$ cat src/rtl/contador_tela_regressivo_if.sv
// contador_tela_regressivo_if: control and display bundle for the screen down-counter
interface contador_tela_regressivo_if #(parameter int WIDTH = 4);
  logic en, load, wrap, zero, tc;
  logic [WIDTH-1:0] load_val, Q;
  modport master(output en, load, load_val, wrap, input Q, zero, tc);
  modport slave(input en, load, load_val, wrap, output Q, zero, tc);
endinterface

$ cat src/rtl/contador_tela_regressivo.sv
// contador_tela_regressivo: screen index counting TOP down to 0, one step per PRESCALE enabled cycles
module contador_tela_regressivo #(
  parameter int TOP      = 10,
  parameter int PRESCALE = 12,
  parameter int WIDTH    = 4
) (
  input  logic                         Ck,
  input  logic                         clear,
  contador_tela_regressivo_if.slave    bus
);
  localparam int PW = PRESCALE > 1 ? $clog2(PRESCALE) : 1;
  localparam logic [WIDTH-1:0] TOP_V   = WIDTH'(TOP);
  localparam logic [PW-1:0]    PRE_MAX = PW'(PRESCALE - 1);
  logic [PW-1:0]    r_pre, w_pre_nxt;
  logic [WIDTH-1:0] r_q, w_q_nxt, w_q_step, w_load_sat;
  logic             r_tc, w_tc_nxt, w_step;
  always_comb begin
    w_step     = bus.en && r_pre == PRE_MAX;
    w_load_sat = bus.load_val > TOP_V ? TOP_V : bus.load_val;
    w_q_step   = r_q != '0 ? r_q - WIDTH'(1) : bus.wrap ? TOP_V : '0;
    w_q_nxt    = bus.load ? w_load_sat : w_step ? w_q_step : r_q;
    w_pre_nxt  = bus.load || w_step ? '0 : bus.en ? r_pre + PW'(1) : r_pre;
    // only a counted 1 -> 0 transition pulses tc; load and wrap-around never do
    w_tc_nxt   = !bus.load && w_step && r_q == WIDTH'(1);
  end
  always_ff @(posedge Ck or negedge clear) begin
    if (!clear) begin
      r_q   <= TOP_V;
      r_pre <= '0;
      r_tc  <= 1'b0;
    end else begin
      r_q   <= w_q_nxt;
      r_pre <= w_pre_nxt;
      r_tc  <= w_tc_nxt;
    end
  end
  assign bus.Q    = r_q;
  assign bus.zero = r_q == '0;
  assign bus.tc   = r_tc;
endmodule

$ cat src/flat_wrapper.sv
// flat-port wrapper written by rule: the top's interface ports become plain ports
module contador_tela_regressivo_flat 
#(
  parameter int TOP      = 10,
  parameter int PRESCALE = 12,
  parameter int WIDTH    = 4
)
  (Ck, clear, bus_en, bus_load, bus_load_val, bus_wrap, bus_Q, bus_zero, bus_tc);
  contador_tela_regressivo_if #(.WIDTH(WIDTH)) bus_i ();
  input  logic Ck;
  input  logic clear;
  input wire logic [$bits(bus_i.en)-1:0] bus_en;
  input wire logic [$bits(bus_i.load)-1:0] bus_load;
  input wire logic [$bits(bus_i.load_val)-1:0] bus_load_val;
  input wire logic [$bits(bus_i.wrap)-1:0] bus_wrap;
  output wire logic [$bits(bus_i.Q)-1:0] bus_Q;
  output wire logic [$bits(bus_i.zero)-1:0] bus_zero;
  output wire logic [$bits(bus_i.tc)-1:0] bus_tc;
  assign bus_i.en = bus_en;
  assign bus_i.load = bus_load;
  assign bus_i.load_val = bus_load_val;
  assign bus_i.wrap = bus_wrap;
  assign bus_Q = bus_i.Q;
  assign bus_zero = bus_i.zero;
  assign bus_tc = bus_i.tc;
  contador_tela_regressivo #(.TOP(TOP), .PRESCALE(PRESCALE), .WIDTH(WIDTH)) u_core (.Ck(Ck), .clear(clear), .bus(bus_i));
endmodule
$ cat config.mk
export PLATFORM = sky130hd
export DESIGN_NAME = contador_tela_regressivo_flat
export DESIGN_NICKNAME = d
export VERILOG_FILES = /design/src/rtl/contador_tela_regressivo_if.sv /design/src/rtl/contador_tela_regressivo.sv /design/src/flat_wrapper.sv
export SDC_FILE = /design/constraint.sdc
export NUM_CORES = 1
export LEC_CHECK = 0
export ABC_AREA = 1
export BUFFER_PORTS_ARGS = -buffer_cell sky130_fd_sc_hd__buf_2
export CAP_MARGIN = 20
export CORE_AREA = 2 2 39 41
export CTS_BUF_LIST = sky130_fd_sc_hd__clkbuf_8 sky130_fd_sc_hd__clkbuf_16
export CTS_CLUSTER_DIAMETER = 30
export DETAILED_ROUTE_END_ITERATION = 12
export DIE_AREA = 0 0 41 43
export MAX_ROUTING_LAYER = met4
export PLACE_DENSITY = 0.77
export SLEW_MARGIN = 10
export SYNTH_ARGS = -nofsm -noshare
export SYNTH_HDL_FRONTEND = slang
export SYNTH_SLANG_ARGS = --single-unit
$ cat constraint.sdc
create_clock -name Ck -period 1.6 [get_ports Ck]
set_clock_uncertainty 0.05 [all_clocks]
set_input_delay 0.16 -clock Ck [delete_from_list [all_inputs] [get_ports Ck]]
set_output_delay 0.16 -clock Ck [all_outputs]
set_load 0.01 [all_outputs]
==> impl_results.md <==
* Worst EP arrival at roughly 1300 ps
* Max Cap Violations at 0
* Sw frac at about 29%
* Starting density of the core at 43.67%
* CP startpoint kind: register
* DR iter-0 viols at 11
* Worst reg2reg path startpoint: u_core.r_pre[0]$_DFFE_PN0P_
* Synth area leader: dfrtp_1
* HP Class: in2reg
* Clk buf depth at 2
* Synth cell count leaders: nand2_1 (34), inv_1 (15), nand3_1 (10)
* CP top delay family: flip-flops
* Syn nets at approximately 100
* Mapped Cells at 92
* RSZ-0062 raised after global routing: false
* Post-synth cell types at 16
* Die width at ~41 um
* Fin util at 54.16%
* Worst R2R Setup Slack at 290 ps
* Drt first pass iters at 4
* Final count of hold timing violations at 0
* Htree depth at 1
* Vert. Die Dim at 43 um
* Worst Tran Pin Value at 240.7 ps
* Post-synthesis register bit count at 9
* Row cnt at 14
* CTS tree: yes
* Fmax at 668.9 MHz
* Mean post-synth cell area at around 6.6 um2
* Netlist Area Pre-Place at 604.3 um2
* Switching pwr at 0.0001888 W
* Tmin final at 1495 ps
* Met1 Use GR at 20.33%
* Vias in the first global route at 498
* Crit path kind: reg2out
* Final setup margin at 105.0 ps
* Largest net degree at the start of global routing at 10
* FF-to-FF End: u_core.r_pre[0]$_DFFE_PN0P_
* CP required at approximately 1400 ps
* Ys async rst share at between 90% and 100%
* Worst-Skew Late Latency at 230 ps
* Gr usage total at approximately 16%
* Sinks on Clock Net at 9
* Global route total overflow at 0
* Die area at around 1800 um2
* Slowest library cell on the worst path: dfstp_2
* Hold WS at between 100 and 150 ps
* First-pass GRT wire length at 1883 um
* Total routed wirelength at 1146 um
* Slew HR at 83.94%
* Layout cells sized above 1 at 24.55%
* Clk pwr share at around two fifths
* Worst-path clk slew at around 50 ps
* Count leader, synth: nand2_1
* Most Used Layer, Global Route: met2
* Internal power at around 0.00047 W
* Leakage power at 0.4371 nW
* Fill cell count at 128
* Global placement routability congestion at 0.7641
* Final setup viols at 0
* Register area at 227.7 um2
* DRC viols at 0
* GRT met3 Usage at between 3 and 4%
* Hold Path Sink: u_core.r_pre[1]$_DFFE_PN0P_
* Synth Flop Type: dfrtp_1
* Area contributors post-synth: dfrtp_1 (29%), nand2_1 (21%), inv_1 (9.3%)
* Postcts setup bufs at 0
* Status: finished clean
* Final setup TNS at 0 ps
* Synth-to-layout area growth at 24.02%
* Vias per cell at around 4.6
* Power per cell area at 878.9 nW/um2
* Routed Antenna Nets at 0
* Total CTS buffers at 3
* Peak supply drop at approximately 0.53 mV
* Slew Limit Fails at 0
* Hpwl dp at 936.5 um
* Worst path max stage delay at roughly 550 ps
* Crit path cell chain: inv_1, ha_2, nand2_2, inv_1, buf_2
* EDFF count, synth at 0
* Comb power frac at 20.5%
* Most Frequent Cell on Critical Path: inv_1
* Total vias in the final route at 584
* Part of the power in registers at 40.6%
* Min-Delay Path Depth at 3
* Seq/Total Area, Yosys at 37.68%
* Worst setup EP type: output pin
* # diodes at 0
* Crit path max fanout at 4
* Met2 Use GR at 24.69%
* Worst hold start: bus_en
* Worst r2r path cells at 6
* Wire per inst at 9.095 um
* Worst slack, placed at 285.0 ps
* Fin nets at 123
* Fin crit share at just over 90%
* Port bufs at 14
* Area of the multi-input gates at 312.8 um2
* Core area at 1384 um2
* Antenna violations before repair at 0
* Clk root buf: clkbuf_8
* Share of the synthesized area in the top cell type at between 20% and 30%
* WP buf/inv at 3
* Top Ports at 15
* Synth warnings at 0
==> layout make-up <==
| type | count | area share (%) |
|---|---|---|
| Clock buffer | 3 | 5.509 |
| Tap cell | 16 | 2.671 |
| Inverter | 17 | 8.514 |
| Clock inverter | 1 | 0.5008 |
| Sequential cell | 9 | 30.38 |
| Timing Repair Buffer | 15 | 10.68 |
| Multi-Input combinational cell | 65 | 41.74 |
==> kinds of logic after synthesis <==
family / Yosys count / synth area share [%]
flops: 9 / 37.68
buf+inv: 18 / 11.39
simple gates: 58 / 41.41
fa+ha+maj: 3 / 6.212
compound gates: 4 / 3.311
==> layer usage <==
layer	share of wire [%]	up-vias
li1	-	317
met1	47	253
met2	48	14
met3	5.1	0
met4	0	0
met5	0	-
==> power by group through the flow <==
stage                     registers, W  logic (W)  clock network, W
final                         0.000268   0.000135          0.000256
after global routing          0.000270   0.000159          0.000279
after CTS                     0.000268   0.000134          0.000264
after floorplan               0.000273  0.0000835                 0
after global placement        0.000270   0.000128                 0
after detailed placement      0.000271   0.000131                 0
==> tightest hold or removal path, stage by stage <==
cell and delay [ps]:
buf_2 110, nand3_1 70, nand2_1 50
==> sequential cells by signal, summed over array words and instances (netlist names) <==
| register | flops |
|---|---|
| u_core.bus.Q | 4 |
| u_core.bus.tc | 1 |
| u_core.r_pre | 4 |
==> cell usage in the layout, fill, tap and decap left out <==
cell | synthesis | final
nor2_2 | 3 | 3
nor2_4 | 1 | 1
nand4_1 | 1 | 1
dfstp_2 | 2 | 2
dlygate4sd3_1 | 0 | 1
a21oi_1 | 2 | 2
inv_1 | 15 | 16
dfrtp_1 | 7 | 7
ha_2 | 0 | 1
nand2_1 | 34 | 33
nand2_2 | 0 | 1
o21ai_0 | 1 | 1
ha_1 | 3 | 2
nor3_1 | 2 | 2
o21ai_1 | 1 | 1
buf_2 | 1 | 14
nor2_1 | 7 | 7
clkbuf_8 | 0 | 3
inv_2 | 2 | 2
nand3_1 | 10 | 10
==> stage by stage <==
step | instances | cell area (um2) | power (W)
after floorplan | 92 | 604.3 | 0.0003563
after global placement | 121 | 689.4 | 0.0003982
after detailed placement | 121 | 689.4 | 0.0004021
after CTS | 126 | 744.5 | 0.0006657
after global routing | 126 | 749.5 | 0.0007082
final | 126 | 749.5 | 0.0006587
==> how the worst max path moves through the flow <==
stage	startpoint	endpoint	slack, ps	cells past startpoint
after detailed placement	u_core.r_pre[0]$_DFFE_PN0P_	u_core.r_pre[0]$_DFFE_PN0P_	280	6
after global placement	u_core.bus.Q[1]$_DFFE_PN1N_	bus_zero	300	5
final	u_core.bus.Q[1]$_DFFE_PN1N_	bus_zero	110	5
after CTS	u_core.bus.Q[1]$_DFFE_PN1N_	bus_zero	30	5
after global routing	u_core.bus.Q[1]$_DFFE_PN1N_	bus_zero	40	5
after floorplan	u_core.bus.Q[1]$_DFFE_PN1N_	u_core.bus.Q[2]$_DFFE_PN0N_	320	9
==> what timing repair did <==
action | in CTS | in global routing
gates resized for setup | 0 | 2
hold buffers | 1 | 0
endpoints found under the hold margin | 9 | 0
endpoints found under the setup margin | 0 | 1
Power figures use the tool's default switching activity.
